==> src/rtl/warp_pkg.sv <==
// Shared definitions for the warp ready/valid building blocks.
//   WARP_HS_*      : handshake signal levels
//   WARP_ARB_N_MAX : largest supported arbiter fan-in
//   warp_clog2     : ceil(log2(v)), minimum 1, for sizing index fields
package warp_pkg;

    localparam logic WARP_HS_IDLE   = 1'b0;
    localparam logic WARP_HS_ACTIVE = 1'b1;

    localparam int unsigned WARP_ARB_N_MAX = 64;

    // Index width for v entries; never returns 0 so fields stay legal.
    function automatic int unsigned warp_clog2(input int unsigned v);
        int unsigned r;
        r = 0;
        while ((32'd1 << r) < v) begin
            r = r + 1;
        end
        if (r == 0) begin
            r = 1;
        end
        return r;
    endfunction

endpackage

==> src/rtl/warp_rr_pick.sv <==
// Combinational rotate-priority encoder.
//   req_i : request vector
//   ptr_i : highest-priority index; search runs ptr, ptr+1, ... mod N
//   gnt_o : one-hot grant (zero when no request)
//   idx_o : binary index of the grant
//   any_o : at least one request present
module warp_rr_pick
    import warp_pkg::*;
#(
    parameter  int unsigned N   = 4,
    localparam int unsigned IDW = warp_clog2(N)
) (
    input  logic [N-1:0]   req_i,
    input  logic [IDW-1:0] ptr_i,
    output logic [N-1:0]   gnt_o,
    output logic [IDW-1:0] idx_o,
    output logic           any_o
);

    int unsigned k;

    // First request found walking forward from the pointer wins.
    always_comb begin
        gnt_o = '0;
        idx_o = '0;
        any_o = 1'b0;
        k     = 0;
        for (int unsigned i = 0; i < N; i++) begin
            k = (32'(ptr_i) + i) % N;
            if (!any_o && req_i[k]) begin
                any_o    = 1'b1;
                gnt_o[k] = 1'b1;
                idx_o    = IDW'(k);
            end
        end
    end

endmodule

==> src/rtl/warp_rr_arbiter.sv <==
// N-way round-robin arbiter onto one registered ready/valid output stage.
// Optional macro WARP_ARB_LOCK_EN: once a requester starts a packet (beat with
// last=0) it owns the channel until its last beat; otherwise arbitration is per beat.
// Ports:
//   i_clk, i_rst_n   : clock, asynchronous active-low reset
//   i_input_valid    : per-requester valid
//   o_input_ready    : per-requester ready, at most one bit set
//   i_input_data     : requester k payload at [k*WIDTH +: WIDTH]
//   i_input_last     : per-requester last-beat flag
//   o_output_valid   : registered output valid
//   i_output_ready   : downstream ready
//   o_output_data    : registered payload
//   o_output_last    : registered last flag
//   o_output_id      : registered source index
module warp_rr_arbiter
    import warp_pkg::*;
#(
    parameter  int unsigned N     = 4,
    parameter  int unsigned WIDTH = 32,
    localparam int unsigned IDW   = warp_clog2(N)
) (
    input  logic                 i_clk,
    input  logic                 i_rst_n,
    input  logic [N-1:0]         i_input_valid,
    output logic [N-1:0]         o_input_ready,
    input  logic [N*WIDTH-1:0]   i_input_data,
    input  logic [N-1:0]         i_input_last,
    output logic                 o_output_valid,
    input  logic                 i_output_ready,
    output logic [WIDTH-1:0]     o_output_data,
    output logic                 o_output_last,
    output logic [IDW-1:0]       o_output_id
);

    logic             out_valid_q, out_valid_d;
    logic [WIDTH-1:0] out_data_q,  out_data_d;
    logic             out_last_q,  out_last_d;
    logic [IDW-1:0]   out_id_q,    out_id_d;
    logic [IDW-1:0]   ptr_q,       ptr_d;

    logic [N-1:0]     eligible;
    logic [N-1:0]     gnt;
    logic [IDW-1:0]   pick_idx;
    logic             pick_any;
    logic             can_accept;
    logic             xfer;
    logic [WIDTH-1:0] sel_data;
    logic             sel_last;
    logic [IDW-1:0]   ptr_next;

`ifdef WARP_ARB_LOCK_EN
    logic             lock_q,  lock_d;
    logic [IDW-1:0]   owner_q, owner_d;

    // While a packet is open only its owner may compete.
    always_comb begin
        eligible = i_input_valid;
        if (lock_q) begin
            eligible = i_input_valid & (N'(1) << owner_q);
        end
    end
`else
    assign eligible = i_input_valid;
`endif

    warp_rr_pick #(
        .N (N)
    ) u_pick (
        .req_i (eligible),
        .ptr_i (ptr_q),
        .gnt_o (gnt),
        .idx_o (pick_idx),
        .any_o (pick_any)
    );

    // Output register frees up when empty or draining this cycle.
    assign can_accept = !out_valid_q || (i_output_ready == WARP_HS_ACTIVE);
    // Gating with reset keeps ready low while the block is held in reset.
    assign xfer       = can_accept && pick_any && i_rst_n;
    assign o_input_ready = gnt & {N{xfer}};

    assign sel_data = i_input_data[32'(pick_idx)*WIDTH +: WIDTH];
    assign sel_last = i_input_last[pick_idx];
    assign ptr_next = (32'(pick_idx) == N - 1) ? '0 : pick_idx + IDW'(1);

    // Next-state for the output stage, pointer and packet lock.
    always_comb begin
        out_valid_d = out_valid_q;
        out_data_d  = out_data_q;
        out_last_d  = out_last_q;
        out_id_d    = out_id_q;
        ptr_d       = ptr_q;
`ifdef WARP_ARB_LOCK_EN
        lock_d      = lock_q;
        owner_d     = owner_q;
`endif
        if (xfer) begin
            out_valid_d = WARP_HS_ACTIVE;
            out_data_d  = sel_data;
            out_last_d  = sel_last;
            out_id_d    = pick_idx;
`ifdef WARP_ARB_LOCK_EN
            // Pointer only moves past a requester once its packet closes.
            if (sel_last) begin
                lock_d = 1'b0;
                ptr_d  = ptr_next;
            end else begin
                lock_d  = 1'b1;
                owner_d = pick_idx;
            end
`else
            ptr_d = ptr_next;
`endif
        end else if (i_output_ready == WARP_HS_ACTIVE) begin
            out_valid_d = WARP_HS_IDLE;
        end
    end

    // State registers.
    always_ff @(posedge i_clk or negedge i_rst_n) begin
        if (!i_rst_n) begin
            out_valid_q <= WARP_HS_IDLE;
            out_data_q  <= '0;
            out_last_q  <= 1'b0;
            out_id_q    <= '0;
            ptr_q       <= '0;
`ifdef WARP_ARB_LOCK_EN
            lock_q      <= 1'b0;
            owner_q     <= '0;
`endif
        end else begin
            out_valid_q <= out_valid_d;
            out_data_q  <= out_data_d;
            out_last_q  <= out_last_d;
            out_id_q    <= out_id_d;
            ptr_q       <= ptr_d;
`ifdef WARP_ARB_LOCK_EN
            lock_q      <= lock_d;
            owner_q     <= owner_d;
`endif
        end
    end

    assign o_output_valid = out_valid_q;
    assign o_output_data  = out_data_q;
    assign o_output_last  = out_last_q;
    assign o_output_id    = out_id_q;

endmodule
==> config.mk <==
export PLATFORM = sky130hd
export DESIGN_NAME = warp_rr_arbiter
export DESIGN_NICKNAME = d
export VERILOG_FILES = /design/src/rtl/warp_pkg.sv /design/src/rtl/warp_rr_pick.sv /design/src/rtl/warp_rr_arbiter.sv
export SDC_FILE = /design/constraint.sdc
export NUM_CORES = 1
export LEC_CHECK = 0
export BUFFER_PORTS_ARGS = -buffer_cell sky130_fd_sc_hd__buf_2
export CORE_AREA = 2 2 78 98
export DETAILED_ROUTE_END_ITERATION = 12
export DIE_AREA = 0 0 80 100
export GPL_TIMING_DRIVEN = 0
export PLACE_DENSITY_LB_ADDON = 0.15
export SLEW_MARGIN = 15
export SYNTH_ARGS = -nofsm -noshare
export SYNTH_HDL_FRONTEND = slang
export SYNTH_SLANG_ARGS = --single-unit
==> constraint.sdc <==
create_clock -name i_clk -period 10.45 [get_ports i_clk]
set_clock_uncertainty 0.1 [all_clocks]
set_input_delay 2.09 -clock i_clk [delete_from_list [all_inputs] [get_ports i_clk]]
set_output_delay 2.09 -clock i_clk [all_outputs]
set_load 0.02 [all_outputs]
==> flow_summary.json, run 1 <==
{
  "design.core.area_um2": 7182,
  "ir_worst_vdd_v": 0.0001434,
  "cts.htree.levels": 2,
  "rsz0062_at_grt": "false",
  "fillers": 647,
  "dieArea_um2": 8000,
  "clock_sinks": 38,
  "portBuffers": 177,
  "critical_path.max_fanout": 10,
  "r2r_start": "ptr_q[1]",
  "power.switching_mw": 0.6734,
  "pwr-share-seq": 0.185,
  "async_flop_share": 1.000,
  "max_slew_margin": 0.3743,
  "root_buffer": "clkbuf_8",
  "post_drt_wl_per_cell_um": 17.47,
  "cpLargestDelayFamily": "buffers and inverters",
  "grt_max_degree": 41,
  "powerDensity_nw_per_um2": 308.0,
  "crit_arrival_ns": 4.11,
  "crit_end": "o_input_ready[3]",
  "insertion_delay_ns": 0.30,
  "worstSetupPathType": "input port to primary output",
  "cap_violations": 0,
  "grt_pass1_vias": 3779,
  "report.final.slew_viol_count": 0,
  "setup_ws_ns": 4.146,
  "cts_tree": "done",
  "area_growth_pct": 33.24,
  "final_area_um2": 4564,
  "startpoint_type": "input port",
  "synth_fp_nets": 520,
  "endpoint_kind": "primary output",
  "pwr-share-clk": 0.113,
  "grtUsageTotal": 0.2766,
  "combinationalPowerShare": 0.702,
  "yosys_warnings": 0,
  "cts_setup_buffers": 0,
  "setup_viol": 0,
  "max_freq_mhz": 158.6,
  "drtIter0Drc": 255,
  "worstPathCellList": "buf_2 -> clkbuf_1 -> or4_1 -> nand3_1 -> clkbuf_1 -> buf_1 -> nor2_1 -> buf_2",
  "layout_min_cycle_time_ns": 6.304,
  "internal-power_mw": 0.7322,
  "placementRows": 35,
  "dpl-instance-area_um2": 4427,
  "cts-buffers-inserted": 5,
  "crit_start": "i_input_valid[3]",
  "cts_hold_buf": 0,
  "cp.depth": 8,
  "ys_ff_latch": 38,
  "worst_pin_slew_ns": 0.9385,
  "reg2reg_depth": 11,
  "critPathBufInv": 5,
  "hp-class": "flop to flop",
  "worstReg2RegEnd": "o_output_data[18]",
  "slowest_stage": "or4_1",
  "fin_hold_ws_ns": 0.3917,
  "final_cell_mix": "buf_2 (179), nand3_1 (64), dfrtp_1 (38), clkbuf_1 (35), a22oi_1 (35)",
  "power.leakage_nw": 2.176,
  "overflow": 0,
  "clk_pin_slew_worst_paths_ns": 0.09,
  "drive_above_1_share": 0.4183,
  "ant_nets": 0,
  "synth_edf_count": 0,
  "fin_crit_sh": 0.6033,
  "die_x_um": 80,
  "grt_pass1_wl_um": 17710,
  "syn_area_um2": 3426,
  "critPathRequiredTime_ns": 8.26,
  "remaining_drc_errors": 0,
  "hpwl_um": 8354,
  "finalPower_mw": 1.406,
  "clockBufferDepth": 2,
  "start_util": 0.4770,
  "cpPeakStageDelay_ns": 0.53,
  "layout_commonest_cell": "buf_2",
  "vias": 3923,
  "gp_congestion": 0.8195,
  "hold_viol_final": 0,
  "firstDrtPassIters": 5,
  "antenna_found_initial": 0,
  "setup_tns_ns": 0,
  "synthCells": 372,
  "viasPerCell": 6.045,
  "io_pins": 179,
  "diodes": 0,
  "rrSetupSlack_ns": 6.41,
  "final_nets": 704,
  "yosysUniqueCellTypes": 43,
  "die_y_um": 100,
  "p_sw_frac": 0.4791,
  "cts.repair.resized": 0,
  "place_ws_ns": 4.145,
  "outcome": "complete, no violations",
  "synthFlopType": "dfrtp_1",
  "wl_um": 11340,
  "ys_seq_area_frac": 0.2776,
  "syn_area_per_cell_um2": 9.209
}
==> cell type report <==
| cell class | count | area, µm² | share of cell area |
|---|---|---|---|
| Multi-Input combinational cell | 284 | 2240 | 0.4907 |
| Inverter | 6 | 22.52 | 0.004934 |
| Tap cell | 92 | 115.1 | 0.02522 |
| Clock buffer | 5 | 68.82 | 0.01508 |
| Clock inverter | 3 | 68.82 | 0.01508 |
| Sequential cell | 38 | 950.9 | 0.2083 |
| Timing Repair Buffer | 177 | 885.9 | 0.1941 |
| Buffer | 44 | 212.7 | 0.04660 |
==> kinds of logic after synthesis <==
logic type / Yosys count / share of synthesized area
AOI/OAI and AO/OA: 128 / 0.2918
and+or+nand+nor: 105 / 0.1574
buffers and inverters: 50 / 0.06866
muxes: 42 / 0.1717
DFF: 38 / 0.2776
adders and majority gates: 9 / 0.03287
==> registers in the layout, summed over array words and instances (netlist names) <==
register        flops
o_output_id         2
o_output_valid      1
o_output_last       1
o_output_data      32
ptr_q               2
==> how the worst min path moves through the flow <==
stage                            startpoint  depth (start not counted)                 to  slack (ns)
after floorplan              o_output_id[0]                          2     o_output_id[0]        0.49
after global placement       o_output_id[0]                          2     o_output_id[0]        0.36
after detailed placement     o_output_id[1]                          2     o_output_id[1]        0.38
after CTS                    o_output_id[1]                          2     o_output_id[1]        0.40
after global routing      o_output_data[29]                          1  o_output_data[29]        0.43
final                        o_output_id[1]                          2     o_output_id[1]        0.39
==> power by group through the flow <==
stage | Sequential, mW | Clock [mW] | Combinational, mW
2_1_floorplan | 0.335 | 0 | 0.646
5_1_grt | 0.268 | 0.163 | 1.07
3_3_place_gp | 0.260 | 0 | 0.960
4_1_cts | 0.260 | 0.159 | 0.983
3_5_place_dp | 0.260 | 0 | 0.981
6_report | 0.260 | 0.158 | 0.987
==> Yosys cell counts, types with 2 or more instances <==
cell	n	area (µm²)
a211oi_1	4	30.03
a21o_1	3	22.52
a21oi_1	5	25.02
a221o_1	32	320.3
a221oi_1	5	43.79
a22oi_1	35	262.8
a31oi_1	32	200.2
and2_1	2	12.51
buf_2	2	10.01
buf_6	6	67.56
clkbuf_1	35	131.4
dfrtp_1	38	950.9
ha_1	9	112.6
inv_1	5	18.77
mux2_2	6	67.56
mux2_4	27	405.4
mux2i_1	7	70.07
mux4_2	2	45.04
nand2_1	11	41.29
nand2b_1	4	25.02
nand3_1	64	320.3
nor2_1	12	45.04
nor3_1	2	10.01
nor3b_1	2	15.01
o21ai_0	2	10.01
o31ai_1	2	15.01
or4_1	2	15.01
==> stage by stage <==
stage,cells,util
6_report,649,0.6355
3_3_place_gp,641,0.6164
4_1_cts,649,0.6355
2_1_floorplan,372,-
3_5_place_dp,641,0.6164
5_1_grt,649,0.6355
==> worst reg2reg max path, cell delays in order (launching register included) <==
cell and delay (ns):
dfrtp_1 0.42, clkbuf_1 0.37, inv_1 0.23, ha_1 0.32
clkbuf_1 0.31, mux4_2 0.50, o21a_1 0.22, clkbuf_1 0.20
a21oi_4 0.34, buf_6 0.24, mux2_4 0.32, a221o_1 0.34
==> per-layer routing <==
layer  up-vias  share of wire  GRT usage
met5         -              0          0
met4         0          0.025     0.1043
met3        27          0.065    0.03957
met2       198           0.52     0.4955
met1      1849           0.39     0.3311
li1       1849              -          -
(Power assumes the default switching activity.)
==> inputs of run 2 (changes only) <==
--- a/config.mk
+++ b/config.mk
@@ -6,9 +6,9 @@
 export NUM_CORES = 1
 export LEC_CHECK = 0
 export BUFFER_PORTS_ARGS = -buffer_cell sky130_fd_sc_hd__buf_2
-export CORE_AREA = 2 2 78 98
+export CORE_AREA = 2 2 84 106
 export DETAILED_ROUTE_END_ITERATION = 12
-export DIE_AREA = 0 0 80 100
+export DIE_AREA = 0 0 86 108
 export GPL_TIMING_DRIVEN = 0
 export PLACE_DENSITY_LB_ADDON = 0.15
 export SLEW_MARGIN = 15
==> constraint.sdc (replaced) <==
create_clock -name i_clk -period 5.3 [get_ports i_clk]
set_clock_uncertainty 0.1 [all_clocks]
set_input_delay 1.06 -clock i_clk [delete_from_list [all_inputs] [get_ports i_clk]]
set_output_delay 1.06 -clock i_clk [all_outputs]
set_load 0.02 [all_outputs]
==> run 2 against run 1 <==
- setup slack worse by 3.3 ns
- hold slack worse by 0.011 ns
- core utilization is 7.8 points lower
- count of clock-buffer cells in the layout stayed put
- sequential cell count stayed put
- first-iteration DRC count is 16% lower
- sequential share of layout area hardly changed
- non-clock buffer count stayed put
- power is 96% higher
- critical path depth is 4 higher
- critical path type is now flop to primary output
- largest cell class unchanged
- highest routed layer unchanged
==> flow_summary.json, run 2 (synthesis results as in run 1) <==
{
  "max_slew_margin": 0.3481,
  "cts.htree.levels": 2,
  "critical_path.max_fanout": 9,
  "ant_nets": 0,
  "insertion_delay_ns": 0.29,
  "area_growth_pct": 33.42,
  "pwr-share-seq": 0.184,
  "clockBufferDepth": 2,
  "setup_viol": 0,
  "startpoint_type": "flop",
  "cts_tree": "done",
  "fillers": 778,
  "final_nets": 704,
  "cts.repair.resized": 0,
  "outcome": "complete, no violations",
  "layout_min_cycle_time_ns": 4.437,
  "pwr-share-clk": 0.113,
  "root_buffer": "clkbuf_8",
  "place_ws_ns": 1.067,
  "dpl.cell_count": 646,
  "drive_above_1_share": 0.4183,
  "wl_um": 11660,
  "powerDensity_nw_per_um2": 603.8,
  "r2r_start": "ptr_q[1]",
  "fin_crit_sh": 0.8371,
  "gp_congestion": 0.8406,
  "critPathRequiredTime_ns": 4.14,
  "grt_max_degree": 41,
  "vias": 3889,
  "die_y_um": 108,
  "portBuffers": 177,
  "cts-buffers-inserted": 5,
  "setup_tns_ns": 0,
  "grt_pass1_wl_um": 18250,
  "grt_pass1_vias": 3855,
  "internal-power_mw": 1.444,
  "placementRows": 37,
  "overflow": 0,
  "dieArea_um2": 9288,
  "crit_start": "ptr_q[1]",
  "io_pins": 179,
  "p_sw_frac": 0.4767,
  "setup_ws_ns": 0.8633,
  "clock_sinks": 38,
  "power.switching_mw": 1.316,
  "dpl-instance-area_um2": 4433,
  "design.core.area_um2": 8194,
  "endpoint_kind": "primary output",
  "fin_cells": 654,
  "utilization": 0.5578,
  "ir_worst_vdd_v": 0.0002704,
  "final_area_um2": 4571,
  "die_x_um": 86,
  "hold_viol_final": 0,
  "worst_pin_slew_ns": 0.9779,
  "viasPerCell": 5.946,
  "min_from": "o_output_id[0]",
  "max_freq_mhz": 225.4,
  "power.leakage_nw": 2.176,
  "firstDrtPassIters": 5,
  "remaining_drc_errors": 0,
  "grtUsageTotal": 0.2443,
  "finalPower_mw": 2.760,
  "hp-class": "flop to flop",
  "cts_hold_buf": 0,
  "hpwl_um": 8589,
  "post_drt_wl_per_cell_um": 17.83,
  "antenna_found_initial": 0,
  "cap_violations": 0,
  "final_cell_mix": "buf_2 (179), nand3_1 (64), dfrtp_1 (38), clkbuf_1 (35), a22oi_1 (35)",
  "start_util": 0.4181,
  "crit_arrival_ns": 3.28,
  "fin_hold_ws_ns": 0.3809,
  "cts_setup_buffers": 0,
  "report.final.slew_viol_count": 0,
  "worstSetupPathType": "flop to primary output",
  "drtIter0Drc": 215,
  "diodes": 0,
  "rsz0062_at_grt": "false",
  "combinationalPowerShare": 0.703,
  "layout_commonest_cell": "buf_2",
  "largest_reg_flops": 32,
  "clk_pin_slew_worst_paths_ns": 0.08
}
[run 2: cell counts in the layout (fill, tap and decap cells not counted)]
No cell type changed its count.
[run 2: final timing paths]
| kind | end | slack (ns) | cells after the start |
|---|---|---|---|
| worst max register to register | o_output_data[11] | 1.29 | 11 |
| worst max-delay path | o_input_ready[2] | 0.86 | 12 |
| max in group asynchronous | o_output_data[11] | 3.68 | 1 |
| worst min-delay path | o_output_id[0] | 0.38 | 2 |
| worst min register to register | o_output_id[0] | 0.38 | 2 |
| min in group asynchronous | o_output_valid | 0.81 | 1 |
[run 2: final cells by class]
cell class,count,area (µm²),share of cell area
Multi-Input combinational cell,284,2240,0.4900
Sequential cell,38,950.9,0.2080
Timing Repair Buffer,177,885.9,0.1938
Buffer,44,212.7,0.04654
Tap cell,97,121.4,0.02655
Clock buffer,5,68.82,0.01506
Clock inverter,3,68.82,0.01506
Inverter,6,22.52,0.004927
[run 2: worst max-delay path, cell delays in order (launching register included)]
cell and delay, ns:
dfrtp_1 0.42, clkbuf_1 0.36, inv_1 0.22, ha_1 0.32
clkbuf_1 0.34, mux4_2 0.50, nor2b_4 0.15, buf_6 0.14
a22oi_1 0.07, nor2_1 0.12, a221oi_1 0.06, nor2_1 0.11
buf_2 0.17
[run 2: layer usage]
metal  share of wire  vias up  routed length [µm]  track usage
met5               0        -                   0            0
met4           0.018        0                 215      0.07256
met3           0.068       18                 789      0.04275
met2            0.51      154                5970       0.4330
met1            0.40     1873                4686       0.3005
li1                -     1844                   -            -
[run 2: power by group through the flow]
stage | sequential (mW) | combinational (mW) | clock (mW)
5_1_grt | 0.525 | 2.11 | 0.329
4_1_cts | 0.510 | 1.95 | 0.313
6_report | 0.508 | 1.94 | 0.311
3_3_place_gp | 0.512 | 1.91 | 0
3_5_place_dp | 0.512 | 1.94 | 0
2_1_floorplan | 0.660 | 1.27 | 0
==> inputs of run 3 (changes only) <==
--- a/config.mk
+++ b/config.mk
@@ -6,9 +6,9 @@
 export NUM_CORES = 1
 export LEC_CHECK = 0
 export BUFFER_PORTS_ARGS = -buffer_cell sky130_fd_sc_hd__buf_2
-export CORE_AREA = 2 2 84 106
+export CORE_AREA = 2 2 81 102
 export DETAILED_ROUTE_END_ITERATION = 12
-export DIE_AREA = 0 0 86 108
+export DIE_AREA = 0 0 83 104
 export GPL_TIMING_DRIVEN = 0
 export PLACE_DENSITY_LB_ADDON = 0.15
 export SLEW_MARGIN = 15
==> constraint.sdc (replaced) <==
create_clock -name i_clk -period 4.3 [get_ports i_clk]
set_clock_uncertainty 0.1 [all_clocks]
set_input_delay 0.86 -clock i_clk [delete_from_list [all_inputs] [get_ports i_clk]]
set_output_delay 0.86 -clock i_clk [all_outputs]
set_load 0.02 [all_outputs]
==> run 3 against run 2 <==
- final cell count down 0.31%
- register-to-register slack worse by 0.79 ns
- non-clock buffer count unchanged
- count of clock-buffer cells in the layout rose by 1
- hold slack improved by 0.0035 ns
- setup slack lost 0.57 ns
- global-route usage is 0.81 points higher
- sequential power increased by 24%
- design area barely moved
- combinational power grew 23%
- die area is 7.1% lower
- core utilization is 3.6 points higher
- critical endpoint is now o_input_ready[1]
- largest cell class unchanged
- largest power group unchanged
==> flow_summary.json, run 3 (synthesis results as in run 1) <==
{
  "outcome": "complete, no violations",
  "critical_path.max_fanout": 9,
  "endpoint_kind": "primary output",
  "max_slew_margin": 0.3672,
  "setup_viol": 0,
  "clock_sinks": 38,
  "antenna_found_initial": 0,
  "ir_worst_vdd_v": 0.0003078,
  "clockBufferDepth": 2,
  "power.leakage_nw": 2.182,
  "wl_um": 11410,
  "crit_arrival_ns": 3.04,
  "layout_min_cycle_time_ns": 4.003,
  "fillers": 714,
  "remaining_drc_errors": 0,
  "vias": 3924,
  "rsz0062_at_grt": "false",
  "overflow": 0,
  "dieArea_um2": 8632,
  "critPathRequiredTime_ns": 3.34,
  "firstDrtPassIters": 5,
  "cts.htree.levels": 2,
  "diodes": 0,
  "startpoint_type": "flop",
  "design.core.area_um2": 7702,
  "start_util": 0.4448,
  "ant_nets": 0,
  "grt_max_degree": 41,
  "cap_violations": 0,
  "multiInputGateArea_um2": 2240,
  "placementRows": 36,
  "report.final.slew_viol_count": 0,
  "root_buffer": "clkbuf_8",
  "grt_pass1_vias": 3786,
  "viasPerCell": 6.018,
  "gp_congestion": 0.8356,
  "io_pins": 179,
  "die_x_um": 83,
  "portBuffers": 177,
  "cts-buffers-inserted": 5,
  "drtIter0Drc": 256,
  "final_cell_mix": "buf_2 (179), nand3_1 (64), dfrtp_1 (38), a22oi_1 (35), clkbuf_1 (34)",
  "max_freq_mhz": 249.8,
  "insertion_delay_ns": 0.29,
  "drive_above_1_share": 0.4201,
  "die_y_um": 104,
  "worst_pin_slew_ns": 0.9492,
  "seqCellArea_um2": 950.9,
  "hold_viol_final": 0,
  "post_drt_wl_per_cell_um": 17.50,
  "grtUsageTotal": 0.2525,
  "final_nets": 704,
  "grt_pass1_wl_um": 18160,
  "dpl.cell_count": 644,
  "layout_commonest_cell": "buf_2",
  "worstSetupPathType": "flop to primary output",
  "fin_crit_sh": 0.9309,
  "fin_cells": 652,
  "hp-class": "flop to flop",
  "setup_tns_ns": 0,
  "cts_tree": "done",
  "clk_pin_slew_worst_paths_ns": 0.08,
  "area_growth_pct": 33.53,
  "hpwl_um": 8450,
  "powerDensity_nw_per_um2": 742.5,
  "largest_reg_flops": 32
}
==> run 3: where the power goes <==
part | internal [mW] | switching, mW
Combinational | 1.02 | 1.36
Sequential | 0.525 | 0.105
Clock | 0.248 | 0.137
==> run 3: timing repair <==
| item | CTS | global route |
|---|---|---|
| hold buffers | 0 | 0 |
| resized for setup | 0 | 2 |
| setup buffers | 0 | 0 |
| setup endpoints to repair | 0 | 4 |
==> run 3: final cells by class <==
class,count,share of cell area
buffer,44,0.04677
clock inverter,2,0.01313
sequential,38,0.2079
tap,95,0.02598
clock buffer,6,0.01805
timing repair buffer,177,0.1937
multi-input combinational,284,0.4896
inverter,6,0.004923
==> run 3: final timing paths <==
kind / endpoint / cells after the start / start / slack, ns
max in group asynchronous: ptr_q[1] / 1 / i_rst_n / 2.90
min in group asynchronous: o_output_data[2] / 1 / i_rst_n / 0.60
worst max-delay path: o_input_ready[1] / 12 / ptr_q[1] / 0.30
worst max register to register: o_output_data[1] / 11 / ptr_q[1] / 0.50
worst min-delay path: o_output_id[0] / 2 / o_output_id[0] / 0.38
worst min register to register: o_output_id[0] / 2 / o_output_id[0] / 0.38
==> run 3: layer usage <==
layer  vias up  routed length [µm]  global-route usage
met5         -                   0                   0
met4         0                 270             0.08431
met3        21                 729             0.03889
met2       185                5971              0.4539
met1      1871                4437              0.3046
li1       1847                   -                   -
==> run 3: through the flow <==
stage	cell area, µm²	power, mW	utilization	hold slack, ns	worst slack [ns]
final	4574	3.396	0.5939	0.3843	0.2972
after global routing	4574	3.618	0.5939	0.4227	0.09917
after CTS	4573	3.403	0.5937	0.3882	0.1048
after detailed placement	4431	3.012	0.5752	0.3679	0.2966
after global placement	4431	2.962	0.5752	0.3579	0.3676
after floorplan	3426	2.384	-	0.4644	0.7777
==> run 3: worst max-delay path, stage by stage (launching register included) <==
cell and delay [ns]:
dfrtp_1 0.42, clkbuf_2 0.25, inv_1 0.16, ha_1 0.30
clkbuf_1 0.32, mux4_2 0.50, nor2b_4 0.15, buf_6 0.14
a22oi_1 0.07, nor2_1 0.10, a221oi_1 0.06, nor2_1 0.12
buf_2 0.17
